## config.mk

```make
export PLATFORM = sky130hd
export DESIGN_NAME = mem_bus_arbiter_flat
export DESIGN_NICKNAME = d
export VERILOG_FILES = /design/src/rtl/mem_bus_arbiter_if.sv /design/src/rtl/mem_bus_arbiter.sv /design/src/flat_wrapper.sv
export SDC_FILE = /design/constraint.sdc
export NUM_CORES = 1
export LEC_CHECK = 0
export ABC_CLOCK_PERIOD_IN_PS = 2600
export BUFFER_PORTS_ARGS = -buffer_cell sky130_fd_sc_hd__buf_4
export CELL_PAD_IN_SITES_DETAIL_PLACEMENT = 1
export CELL_PAD_IN_SITES_GLOBAL_PLACEMENT = 1
export CORE_AREA = 2 2 169 171
export CTS_CLUSTER_DIAMETER = 100
export DETAILED_ROUTE_END_ITERATION = 12
export DIE_AREA = 0 0 171 173
export HOLD_SLACK_MARGIN = 0.02
export PLACE_DENSITY = 0.64
export SLEW_MARGIN = 20
export SYNTH_ARGS = -nofsm -noshare
export SYNTH_HDL_FRONTEND = slang
export SYNTH_SLANG_ARGS = --single-unit
```

## constraint.sdc

```tcl
create_clock -name CLK -period 2.6 [get_ports CLK]
set_clock_uncertainty 0.15 [all_clocks]
set_input_delay 0.52 -clock CLK [delete_from_list [all_inputs] [get_ports CLK]]
set_output_delay 0.52 -clock CLK [all_outputs]
set_load 0.02 [all_outputs]
```

## src/rtl/mem_bus_arbiter_if.sv

```systemverilog
// Cache-side request/response bundle and the single RAM port shared by two CPUs.
// The master side drives requests and RAM responses; the arbiter uses the slave side.
interface mem_bus_arbiter_if #(
    parameter int CPUS = 2
);
    logic [CPUS-1:0]        iREN;
    logic [CPUS-1:0][31:0]  iaddr;
    logic [CPUS-1:0]        iwait;
    logic [CPUS-1:0][31:0]  iload;
    logic [CPUS-1:0]        dREN;
    logic [CPUS-1:0]        dWEN;
    logic [CPUS-1:0][31:0]  daddr;
    logic [CPUS-1:0][31:0]  dstore;
    logic [CPUS-1:0]        dwait;
    logic [CPUS-1:0][31:0]  dload;
    logic [CPUS-1:0]        cctrans;
    logic [CPUS-1:0]        ccwait;
    logic                   ramREN;
    logic                   ramWEN;
    logic [31:0]            ramaddr;
    logic [31:0]            ramstore;
    logic [31:0]            ramload;
    logic [1:0]             ramstate;

    modport master (
        output iREN, iaddr, dREN, dWEN, daddr, dstore, cctrans, ramload, ramstate,
        input  iwait, iload, dwait, dload, ccwait, ramREN, ramWEN, ramaddr, ramstore
    );

    modport slave (
        input  iREN, iaddr, dREN, dWEN, daddr, dstore, cctrans, ramload, ramstate,
        output iwait, iload, dwait, dload, ccwait, ramREN, ramWEN, ramaddr, ramstore
    );
endinterface

```

## src/rtl/mem_bus_arbiter.sv

```systemverilog
// Two-CPU RAM arbiter: dcache beats icache, round-robin within each class.
// Define ARB_BLOCK_LOCK_EN to hold a dcache grant across words while cctrans is raised.
module mem_bus_arbiter #(
    parameter int CPUS = 2
) (
    input logic              CLK,
    input logic              RST,
    mem_bus_arbiter_if.slave bus
);
    typedef enum logic [1:0] {IDLE, DGRANT, IGRANT} state_t;
    localparam logic [1:0] ACCESS = 2'd2;

    state_t          state_q, state_d;
    logic            gnt_q, gnt_d;
    logic            dlast_q, dlast_d;
    logic            ilast_q, ilast_d;
    logic            lock_q, lock_d;
    logic            done;
    logic            hold;
    logic            rel_ok;
    logic [CPUS-1:0] dreq;

    assign done = (bus.ramstate == ACCESS);
    assign dreq = bus.dREN | bus.dWEN;

`ifdef ARB_BLOCK_LOCK_EN
    assign hold   = lock_q | bus.cctrans[gnt_q];
    assign rel_ok = ~bus.cctrans[gnt_q] & (~dreq[gnt_q] | done);
`else
    logic cctrans_unused;
    assign cctrans_unused = ^bus.cctrans;
    assign hold   = 1'b0;
    assign rel_ok = 1'b0;
`endif

    // With both CPUs requesting, the one not served last wins.
    function automatic logic rr_pick(input logic [1:0] req, input logic last);
        if (req == 2'b11) return ~last;
        return req[1];
    endfunction

    always_ff @(posedge CLK or posedge RST) begin
        if (RST) begin
            state_q <= IDLE;
            gnt_q   <= 1'b0;
            dlast_q <= 1'b1;
            ilast_q <= 1'b1;
            lock_q  <= 1'b0;
        end else begin
            state_q <= state_d;
            gnt_q   <= gnt_d;
            dlast_q <= dlast_d;
            ilast_q <= ilast_d;
            lock_q  <= lock_d;
        end
    end

    always_comb begin
        state_d = state_q;
        gnt_d   = gnt_q;
        dlast_d = dlast_q;
        ilast_d = ilast_q;
        lock_d  = lock_q;
        case (state_q)
            IDLE: begin
                if (|dreq) begin
                    state_d = DGRANT;
                    gnt_d   = rr_pick(dreq, dlast_q);
                end else if (|bus.iREN) begin
                    state_d = IGRANT;
                    gnt_d   = rr_pick(bus.iREN, ilast_q);
                end
            end
            DGRANT: begin
                if (hold) begin
                    if (rel_ok) begin
                        state_d = IDLE;
                        lock_d  = 1'b0;
                        dlast_d = gnt_q;
                    end else begin
                        lock_d  = 1'b1;
                    end
                end else if (done) begin
                    state_d = IDLE;
                    dlast_d = gnt_q;
                end else if (!dreq[gnt_q]) begin
                    // Abandoned before ACCESS: no word served, pointer untouched.
                    state_d = IDLE;
                end
            end
            IGRANT: begin
                if (done) begin
                    state_d = IDLE;
                    ilast_d = gnt_q;
                end else if (!bus.iREN[gnt_q]) begin
                    state_d = IDLE;
                end
            end
            default: state_d = IDLE;
        endcase
    end

    always_comb begin
        bus.ramREN   = 1'b0;
        bus.ramWEN   = 1'b0;
        bus.ramaddr  = '0;
        bus.ramstore = '0;
        bus.iwait    = '1;
        bus.dwait    = '1;
        bus.iload    = '0;
        bus.dload    = '0;
        bus.ccwait   = '0;
        case (state_q)
            DGRANT: begin
                // Write wins when both enables are raised.
                bus.ramWEN         = bus.dWEN[gnt_q];
                bus.ramREN         = bus.dREN[gnt_q] & ~bus.dWEN[gnt_q];
                bus.ramaddr        = bus.daddr[gnt_q];
                bus.ramstore       = bus.dstore[gnt_q];
                bus.dwait[gnt_q]   = ~done;
                bus.dload[gnt_q]   = bus.ramload;
                bus.ccwait[~gnt_q] = 1'b1;
            end
            IGRANT: begin
                bus.ramREN       = bus.iREN[gnt_q];
                bus.ramaddr      = bus.iaddr[gnt_q];
                bus.iwait[gnt_q] = ~done;
                bus.iload[gnt_q] = bus.ramload;
            end
            default: ;
        endcase
    end
endmodule
```

## src/flat_wrapper.sv

```systemverilog
// flat-port wrapper written by rule: the top's interface ports become plain ports
module mem_bus_arbiter_flat 
#(
    parameter int CPUS = 2
)
  (CLK, RST, bus_iREN, bus_iaddr, bus_dREN, bus_dWEN, bus_daddr, bus_dstore, bus_cctrans, bus_ramload, bus_ramstate, bus_iwait, bus_iload, bus_dwait, bus_dload, bus_ccwait, bus_ramREN, bus_ramWEN, bus_ramaddr, bus_ramstore);
  mem_bus_arbiter_if #(.CPUS(CPUS)) bus_i ();
  input logic CLK;
  input logic RST;
  input wire logic [$bits(bus_i.iREN)-1:0] bus_iREN;
  input wire logic [$bits(bus_i.iaddr)-1:0] bus_iaddr;
  input wire logic [$bits(bus_i.dREN)-1:0] bus_dREN;
  input wire logic [$bits(bus_i.dWEN)-1:0] bus_dWEN;
  input wire logic [$bits(bus_i.daddr)-1:0] bus_daddr;
  input wire logic [$bits(bus_i.dstore)-1:0] bus_dstore;
  input wire logic [$bits(bus_i.cctrans)-1:0] bus_cctrans;
  input wire logic [$bits(bus_i.ramload)-1:0] bus_ramload;
  input wire logic [$bits(bus_i.ramstate)-1:0] bus_ramstate;
  output wire logic [$bits(bus_i.iwait)-1:0] bus_iwait;
  output wire logic [$bits(bus_i.iload)-1:0] bus_iload;
  output wire logic [$bits(bus_i.dwait)-1:0] bus_dwait;
  output wire logic [$bits(bus_i.dload)-1:0] bus_dload;
  output wire logic [$bits(bus_i.ccwait)-1:0] bus_ccwait;
  output wire logic [$bits(bus_i.ramREN)-1:0] bus_ramREN;
  output wire logic [$bits(bus_i.ramWEN)-1:0] bus_ramWEN;
  output wire logic [$bits(bus_i.ramaddr)-1:0] bus_ramaddr;
  output wire logic [$bits(bus_i.ramstore)-1:0] bus_ramstore;
  assign bus_i.iREN = bus_iREN;
  assign bus_i.iaddr = bus_iaddr;
  assign bus_i.dREN = bus_dREN;
  assign bus_i.dWEN = bus_dWEN;
  assign bus_i.daddr = bus_daddr;
  assign bus_i.dstore = bus_dstore;
  assign bus_i.cctrans = bus_cctrans;
  assign bus_i.ramload = bus_ramload;
  assign bus_i.ramstate = bus_ramstate;
  assign bus_iwait = bus_i.iwait;
  assign bus_iload = bus_i.iload;
  assign bus_dwait = bus_i.dwait;
  assign bus_dload = bus_i.dload;
  assign bus_ccwait = bus_i.ccwait;
  assign bus_ramREN = bus_i.ramREN;
  assign bus_ramWEN = bus_i.ramWEN;
  assign bus_ramaddr = bus_i.ramaddr;
  assign bus_ramstore = bus_i.ramstore;
  mem_bus_arbiter #(.CPUS(CPUS)) u_core (.CLK(CLK), .RST(RST), .bus(bus_i));
endmodule
```

Word level (Yosys, flattened, before mapping)
Index checks and enable logic that the tools add are counted.
Cells by class
  $lt $le $gt $ge: 4
  equal/unequal tests: 8
  mux-type cells: 49
  bitwise gates (word level): 10
  reduce and logical (&&, ||, !) cells: 10
Operator list (number)
  $mux 32: 8
  $mux 64: 2
  $and 64x64->64: 1
  $pmux 32 s2: 1
  $demux 32 s1: 1
  $mux 1: 24
  $mux 2: 9
  $eq 2x2->1 const B: 4
  $ne 3x2->1 const B: 2
  $pmux 2 s3: 1
  $reduce_and 2->1: 3
  $not 1->1: 5
  $lt 1x2->1 const B: 2
  $or 2x2->2: 2
  $reduce_or 2->1: 2
  $ne 3x1->1 const B: 1
  $reduce_and 3->1: 1
  $demux 1 s1: 2
  $eq 2x1->1 const B: 1
  $ge 1x1->1 const B: 2
  $logic_and 1x1->1: 2
  $logic_not 2->1: 1
  $not 2->2: 1
  $pmux 1 s2: 1
  other kinds (2): 2
Storage, ports and cells
  flip-flop bits (word level): 5
  bits of input ports: 236
  output and inout port bits: 200
  logic and storage cells: 85

Longest topological paths before layout
Gate-level depths: netlist of run 1.
  word-level depth: 8
  gate-level depth with buffers: 7
  depth with buffers taken out: 6

Worst setup path after synthesis of run 1
OpenSTA, ideal clock, no wires.
  path kind: flip-flop to output port
  from: reg u_core.state_q[0]
  to: out bus_ramaddr[22]
  data arrival time: 1670 ps
  required time: 1930 ps
  slack: 260 ps
  cell stages (with the launch flop): 7
  path buffers: 2
  cell sequence: dfrtp_1 inv_1 ha_1 clkbuf_1 clkbuf_1 a22oi_1 nor2b_1
Between the ends
  cells in the longest elaborated chain, start to end: 2
  elaborated cells on any way between the ends: 3
  those cells by class: eq/ne: 2; mux: 1
Ends and longest elaborated chain
  start: declaration: RTL line mem_bus_arbiter.sv:13  | state_t state_q, state_d;
  start signal: assignment: RTL line mem_bus_arbiter.sv:50  | state_q <= state_d;
  $eq 2x2->1 or $eq 2x1->1 (tied branches): RTL line mem_bus_arbiter.sv:113  | case (state_q)
  $pmux 32 s2 (*): RTL line mem_bus_arbiter.sv:113
  end: declaration: RTL line flat_wrapper.sv:26  | output wire logic [$bits(bus_i.ramaddr)-1:0] bus_ramaddr;
Every way passes the cells marked *; elsewhere a longest branch is shown, timed or not.

Worst setup path after layout of run 1
  from: reg u_core.gnt_q
  to: out bus_ramaddr[30]
Between the ends
  cells in the longest elaborated chain, start to end: 3
  elaborated cells on any way between the ends: 5
  those cells by class: mux: 5
Ends and longest elaborated chain
  start: declaration: RTL line mem_bus_arbiter.sv:14  | logic gnt_q, gnt_d;
  start signal: assignment: RTL line mem_bus_arbiter.sv:51  | gnt_q <= gnt_d;
  $mux 32 (on tied branches) (2 in series): RTL line mem_bus_arbiter.sv:126, mem_bus_arbiter.sv:118
  $pmux 32 s2 (*): RTL line mem_bus_arbiter.sv:113
Every way passes the cells marked *; elsewhere a longest branch is shown, timed or not. The select of a mux whose other input is x is not followed.

==> results of run 1 <==
[cells in the final DEF, fill, tap and decap left out, types with 2 or more instances in the layout]
| master | netlist | routed |
|---|---|---|
| mux2_2 | 35 | 35 |
| dfstp_2 | 2 | 2 |
| nand3_1 | 3 | 3 |
| buf_4 | 1 | 442 |
| dfrtp_1 | 3 | 2 |
| nor2b_1 | 36 | 34 |
| nand2_1 | 10 | 10 |
| mux2i_1 | 33 | 33 |
| clkbuf_16 | 0 | 3 |
| a22oi_1 | 33 | 31 |
| and2_1 | 65 | 65 |
| a22oi_2 | 0 | 2 |
| buf_12 | 0 | 5 |
| and3_1 | 64 | 64 |
| ha_1 | 5 | 4 |
| inv_1 | 6 | 6 |
| a2bb2oi_1 | 2 | 2 |
| mux2_1 | 33 | 33 |
| nor2b_2 | 0 | 2 |
| nor2_1 | 39 | 39 |
[metal layers]
metal	vias to the layer above	global-route usage, %	share of wire, %
met4	0	3.14	1.8
met5	-	0	0
li1	2293	-	-
met3	17	2.11	7.4
met2	232	23.0	52
met1	2129	13.6	39
[logic make-up (layout without fill, tap and decap cells)]
kind of cell | count (synthesis) | in the layout | share of synthesized area [%]
AO/OA/AOI/OAI | 40 | 40 | 10.0
buffers and inverters | 51 | 459 | 7.02
adder cells (fa/ha/maj) | 5 | 5 | 2.04
flip-flops | 5 | 5 | 4.16
AND/OR/NAND/NOR | 221 | 221 | 41.0
multiplexers | 101 | 101 | 35.8
[per-stage QoR]
stage / std cells / hold slack (ns) / worst slack, ns
after CTS: 1209 / 0.0679 / 0.0284
after global placement: 1205 / 0.301 / 0.288
after detailed placement: 1205 / 0.310 / 0.278
after floorplan: 423 / 0.147 / 0.260
after global routing: 1209 / 0.0689 / 0.0153
final: 1209 / 0.0534 / 0.106
[area by class of cell]
class	instances	area share (%)
Clock buffer	4	1.14
Inverter	6	0.326
Sequential cell	5	1.90
Tap cell	378	6.85
Multi-Input combinational cell	367	39.8
Timing Repair Buffer	449	50.0
[what timing repair did]
action,in CTS,in global routing
endpoints found under the setup margin,0,4
gates resized for setup,0,5
hold endpoints to repair,0,0
[worst max-delay path by stage]
stage | depth (start not counted) | endpoint | from
5_1_grt | 5 | bus_ramaddr[18] | u_core.gnt_q$_DFFE_PP0P_
2_1_floorplan | 6 | bus_ramaddr[22] | u_core.state_q[0]$_DFFE_PP0P_
6_report | 5 | bus_ramaddr[30] | u_core.gnt_q$_DFFE_PP0P_
3_5_place_dp | 5 | bus_ramREN | u_core.gnt_q$_DFFE_PP0P_
3_3_place_gp | 5 | bus_ramaddr[26] | u_core.gnt_q$_DFFE_PP0P_
4_1_cts | 5 | bus_ramREN | u_core.gnt_q$_DFFE_PP0P_
[worst max-delay path: stages, from the launching register on]
cell and delay [ns]:
dfrtp_4 0.51, buf_16 0.24, mux2_2 0.37, a22oi_2 0.18, nor2b_1 0.09, buf_4 0.16
[sequential cells by signal, summed over array words and instances (netlist names)]
name and cells:
u_core.state_q 2, u_core.dlast_q 1, u_core.gnt_q 1, u_core.ilast_q 1
[power by group through the flow]
stage | Combinational (mW) | Sequential, mW | Clock, mW
after floorplan | 3.21 | 0.148 | 0
after global placement | 5.42 | 0.185 | 0
after detailed placement | 5.46 | 0.187 | 0
after CTS | 5.47 | 0.186 | 0.262
after global routing | 5.80 | 0.198 | 0.270
final | 5.40 | 0.188 | 0.258
==> summary.md, run 1 <==
| Metric | Value |
|---|---|
| Status | `finished, final reports clean` |
| Most common cell in the netlist | `and2_1` |
| CTS root buffer | `clkbuf_16` |
| Critical Path Sink Type | `primary output` |
| Seq/Total Area, Yosys | `4.16%` |
| Longest Clk Path Bufs | `2` |
| Total power per unit cell area | `between 800 and 900 mW/mm2` |
| Post-synth top cells | `65 x and2_1, 64 x and3_1, 39 x nor2_1` |
| Seq. cell area | `131 um2` |
| Die Width | `171 um` |
| R2r endpoint | `u_core.state_q[0]$_DFFE_PP0P_` |
| Starting Density | `11.1%` |
| Setup CP Type | `flip-flop to primary output` |
| Congestion Overflow GR | `0` |
| Post-Route WL | `roughly 20 mm` |
| Vias per cell | `3.86` |
| Worst slew margin | `75.8%` |
| Gate Count Post-Synth | `roughly 420` |
| GP Congestion | `0.776` |
| Post-route cell area | `0.00691 mm2` |
| Mapped Avg Cell Area | `7.24 um2` |
| #FFs+latches synth | `5` |
| Number of setup buffers added after CTS | `0` |
| FFs w/ async S/R, synth | `100%` |
| Final Hold Viols | `0` |
| # DRC | `0` |
| Int Pwr | `2.77 mW` |
| Min-delay worst type | `input pin to async pin` |
| Type of origin of the critical path | `flip-flop` |
| Switching pwr | `3.07 mW` |
| Syn_nets | `roughly 660` |
| Share of cells above drive strength 1 | `59.8%` |
| DRT iter0 DRCs | `134` |
| Die area | `approximately 0.030 mm2` |
| Max Cap Viol | `0` |
| Post-Syn Area | `0.00306 mm2` |
| Required time of the critical path | `1.93 ns` |
| Wirelength per Cell | `between 15 and 20 um` |
| Reg-to-reg setup timing slack | `0.56 ns` |
| Synth-to-Final Area Change | `125%` |
| Largest net degree at the start of global routing | `between 40 and 50` |
| Fmax | `roughly 400 MHz` |
| GRT Util Overall | `12.1%` |
| Setup TNS Final | `0 ns` |
| P_leak | `3.73 nW` |
| Slew @ Worst Pin | `0.363 ns` |
| Ys Warns | `0` |
| Hold buffers post-CTS | `0` |
| R2r startpoint | `u_core.state_q[1]$_DFFE_PP0P_` |
| Vert. Die Dim | `173 um` |
| Initial antenna violation count | `0` |
| Peak supply drop | `approximately 0.34 mV` |
| CTS Sinks | `5` |
| Crit path time final | `2.49 ns` |
| Core area | `0.0276 mm2` |
| Pre-antenna DRT Iters | `4` |
| Area of the multi-input gates | `approximately 0.0027 mm2` |
| Final core utilization | `25.0%` |
| Final ANT Viol Nets | `0` |
| Sw frac | `52.6%` |
| Number of synthesized flops with an enable pin | `0` |
| Leading area contributor after synthesis | `and2_1` |
| Cell variety after synth | `29` |
| Primary FF master, synth | `dfrtp_1` |
| Sequential group share of total power | `about 3.2%` |
| Tot Pwr | `5.84 mW` |
| CTS HTree Levels | `1` |
| First-pass GRT wire length | `between 20 and 30 mm` |
| CP max FO | `about 40` |
| Combinational power share | `92.4%` |
| Worst-path clk slew | `~0.030 ns` |
| Antenna diode count | `0` |
| Post-route clock period utilization | `a little over nine tenths` |
| Num rows | `61` |
| Synth top area share | `13.3%` |
| Clock network latency to the later pin of the worst-skew pair | `about 0.23 ns` |
| Nets@finish | `1,073` |
| Critical Path AT | `around 1.8 ns` |
| Placement Cell Area | `0.00680 mm2` |
| DR vias | `4,671` |
| Final setup viols | `0` |
| Hpwl dp | `between 15 and 20 mm` |
| Vias in the first global route | `~4,800` |
| Reg2Reg Depth | `7` |
| RSZ-0062 raised after global routing | `no` |
| Clock share of power | `4.4%` |
| Cts bufs inserted | `3` |
| I/O pin count | `436` |
| Synth area leaders | `and2_1 13%, and3_1 13%, mux2_2 13%` |
| CTS tree | `built` |
| Port bufs | `about 430` |
| Final Max Tran Viols | `0` |
| Number of fill cells | `3,403` |
No activity file was read; power rests on OpenSTA's default activity.
==> run 2, diff against run 1 <==
ABC_CLOCK_PERIOD_IN_PS = 2900   (was 2600)
BUFFER_PORTS_ARGS = -buffer_cell sky130_fd_sc_hd__buf_2   (was -buffer_cell sky130_fd_sc_hd__buf_4)
CORE_AREA = 2 2 170 172   (was 2 2 169 171)
DIE_AREA = 0 0 172 174   (was 0 0 171 173)
PLACE_DENSITY = 0.63   (was 0.64)
clock period = 2.9 ns   (was 2.6 ns; I/O delays follow)
==> summary.md, run 2 (synthesis gave the netlist of run 1 again) <==
| Metric | Value |
|---|---|
| Status | `finished, final reports clean` |
| P_leak | `3.48 nW (-6.7%)` |
| CP Launch Point | `u_core.gnt_q$_DFFE_PP0P_` |
| Port bufs | `433 (unchanged)` |
| Final Max Tran Viols | `0 (unchanged)` |
| Min-delay worst type | `input pin to async pin` |
| Number of fill cells | `3,623 (+6.5%)` |
| Critical path's slowest cell | `dfrtp_4` |
| CP max FO | `43 (+4.9%)` |
| Crit-path cells | `buf_12, buf_12, mux2_1, a22oi_1, nor2b_1, buf_2` |
| CTS tree | `built` |
| Required time of the critical path | `2.17 ns (+0.24 ns)` |
| Max Cap Viol | `0 (unchanged)` |
| Starting Density | `10.9% (-0.24 points)` |
| Setup CP Type | `flip-flop to primary output` |
| Max reg flops | `2 (unchanged)` |
| Tot Pwr | `4.57 mW (-22%)` |
| GRT Util Overall | `11.1% (-0.97 points)` |
| R2r startpoint | `u_core.state_q[1]$_DFFE_PP0P_` |
| Vias per cell | `3.82 (-1.1%)` |
| Worst-path clk slew | `0.04 ns (about the same)` |
| Hpwl dp | `15.1 mm (-6.5%)` |
| I/O pin count | `436 (unchanged)` |
| Commonest cells after routing, fill and taps aside | `433 x buf_2, 65 x and2_1, 64 x and3_1, 39 x nor2_1, 35 x mux2_2` |
| Largest net degree at the start of global routing | `89 (+89%)` |
| Type of origin of the critical path | `flip-flop` |
| Nets@finish | `1,069 (-0.37%)` |
| Vias in the first global route | `4,554 (-4.2%)` |
| DRT iter0 DRCs | `123 (-8.2%)` |
| Reg2Reg Depth | `7 (unchanged)` |
| Largest Register | `u_core.state_q` |
| Crit path to | `bus_ramaddr[0]` |
| Share of cells above drive strength 1 | `59.3% (-0.56 points)` |
| # DRC | `0 (unchanged)` |
| Post-route clock period utilization | `roughly 92%` |
| Crit path depth | `6 (+1)` |
| Post-Route WL | `18.2 mm (-7.2%)` |
| Synth-to-Final Area Change | `87.4%` |
| GP Congestion | `0.824 (+6.1%)` |
| Core area | `0.0282 mm2 (+2.2%)` |
| Crit-path max cell delay | `0.45 ns (-0.06 ns)` |
| Family with the most delay on the worst path | `buffers and inverters` |
| Die area | `0.0299 mm2 (+1.2%)` |
| Cts bufs inserted | `3 (unchanged)` |
| Num rows | `62 (+1.6%)` |
| Most used cell, CP | `buf_12` |
| Wirelength per Cell | `15.0 um (-7.4%)` |
| R2r endpoint | `u_core.state_q[0]$_DFFE_PP0P_` |
| Critical Path AT | `1.94 ns (+0.12 ns)` |
| RSZ-0062 raised after global routing | `no` |
| Fmax | `375 MHz` |
| Crit path time final | `2.67 ns` |
| DR vias | `4,626 (-0.96%)` |
| Longest Clk Path Bufs | `2 (unchanged)` |
| Pre-antenna DRT Iters | `4 (unchanged)` |
| Slew @ Worst Pin | `0.607 ns (+0.244 ns)` |
| Clock network latency to the later pin of the worst-skew pair | `0.23 ns (about the same)` |
| Die Width | `172 um (+0.58%)` |
| CTS HTree Levels | `1 (unchanged)` |
| CTS Sinks | `5 (unchanged)` |
| Worst slew margin | `59.4% (-16 points)` |
| Vert. Die Dim | `174 um (+0.58%)` |
| Initial antenna violation count | `0 (unchanged)` |
| Antenna diode count | `0 (unchanged)` |
| Final Hold Viols | `0 (unchanged)` |
| Reg-to-reg setup timing slack | `0.93 ns (+0.37 ns)` |
| CTS root buffer | `clkbuf_16` |
| CP Buf/Inv Count | `3 (+1)` |
| Critical Path Sink Type | `primary output` |
| Setup TNS Final | `0 ns (unchanged)` |
| Final setup viols | `0 (unchanged)` |
| First-pass GRT wire length | `26.0 mm (-6.7%)` |
| Commonest non-fill, non-tap cell in the layout | `buf_2` |
| Total power per unit cell area | `796 mW/mm2 (-5.8%)` |
| Peak supply drop | `0.550 mV (+60%)` |
| Congestion Overflow GR | `0 (unchanged)` |
| Final ANT Viol Nets | `0 (unchanged)` |
-- run 2: worst min-delay path by stage --
stage          startpoint                             to  cells past startpoint
2_1_floorplan         RST       u_core.gnt_q$_DFFE_PP0P_                      1
3_3_place_gp          RST       u_core.gnt_q$_DFFE_PP0P_                      2
3_5_place_dp          RST  u_core.state_q[0]$_DFFE_PP0P_                      2
4_1_cts               RST  u_core.state_q[1]$_DFFE_PP0P_                      2
5_1_grt               RST  u_core.state_q[1]$_DFFE_PP0P_                      2
6_report              RST  u_core.state_q[1]$_DFFE_PP0P_                      2
-- run 2: metrics by stage --
stage / setup WS (ns) / instances / hold WS [ns] / instance area [um2] / utilization [%]
after floorplan: 0.500 / 423 / 0.207 / 3060 / -
after global placement: 0.259 / 1207 / 0.345 / 5660 / 20.0
after detailed placement: 0.181 / 1207 / 0.357 / 5660 / 20.0
after CTS: 0.191 / 1211 / 0.123 / 5740 / 20.3
after global routing: 0.0984 / 1211 / 0.134 / 5740 / 20.3
final: 0.234 / 1211 / 0.107 / 5740 / 20.3
-- run 2: where the power goes --
| group | switching, mW | internal (mW) | leakage, nW |
|---|---|---|---|
| registers | 0.0368 | 0.119 | 0.0570 |
| logic | 2.55 | 1.64 | 3.38 |
| clock network | 0.0502 | 0.183 | 0.0382 |
| total | 2.63 | 1.94 | 3.48 |
-- run 2: timing repair --
item | 4_1_cts | 5_1_grt
endpoints found under the setup margin | 32 | 0
hold buffers | 0 | 0
gates resized for setup | 1 | 0
setup buffers | 0 | 0
hold endpoints to repair | 0 | 0
-- run 2: worst register-to-register path: cells and delay by family, from the launching register on --
family,cells,cell delay (ns)
compound gates,2,0.60
flops,1,0.39
fa+ha+maj,1,0.19
buf+inv,3,0.41
simple gates,1,0.12
-- run 2: per-layer routing --
| layer | global-route usage, % | wire [um] |
|---|---|---|
| met1 | 12.4 | 7020 |
| met2 | 22.1 | 9730 |
| met3 | 1.37 | 1250 |
| met4 | 2.03 | 153 |
| met5 | 0 | 0 |
-- run 2: cell type report --
cell class                      count  area [um2]  area share, %
Clock buffer                        4        78.8           1.37
Inverter                            6        22.5          0.392
Sequential cell                     5         131           2.29
Tap cell                          384         480           8.37
Multi-Input combinational cell    367        2730           47.6
Timing Repair Buffer              445        2290           40.0
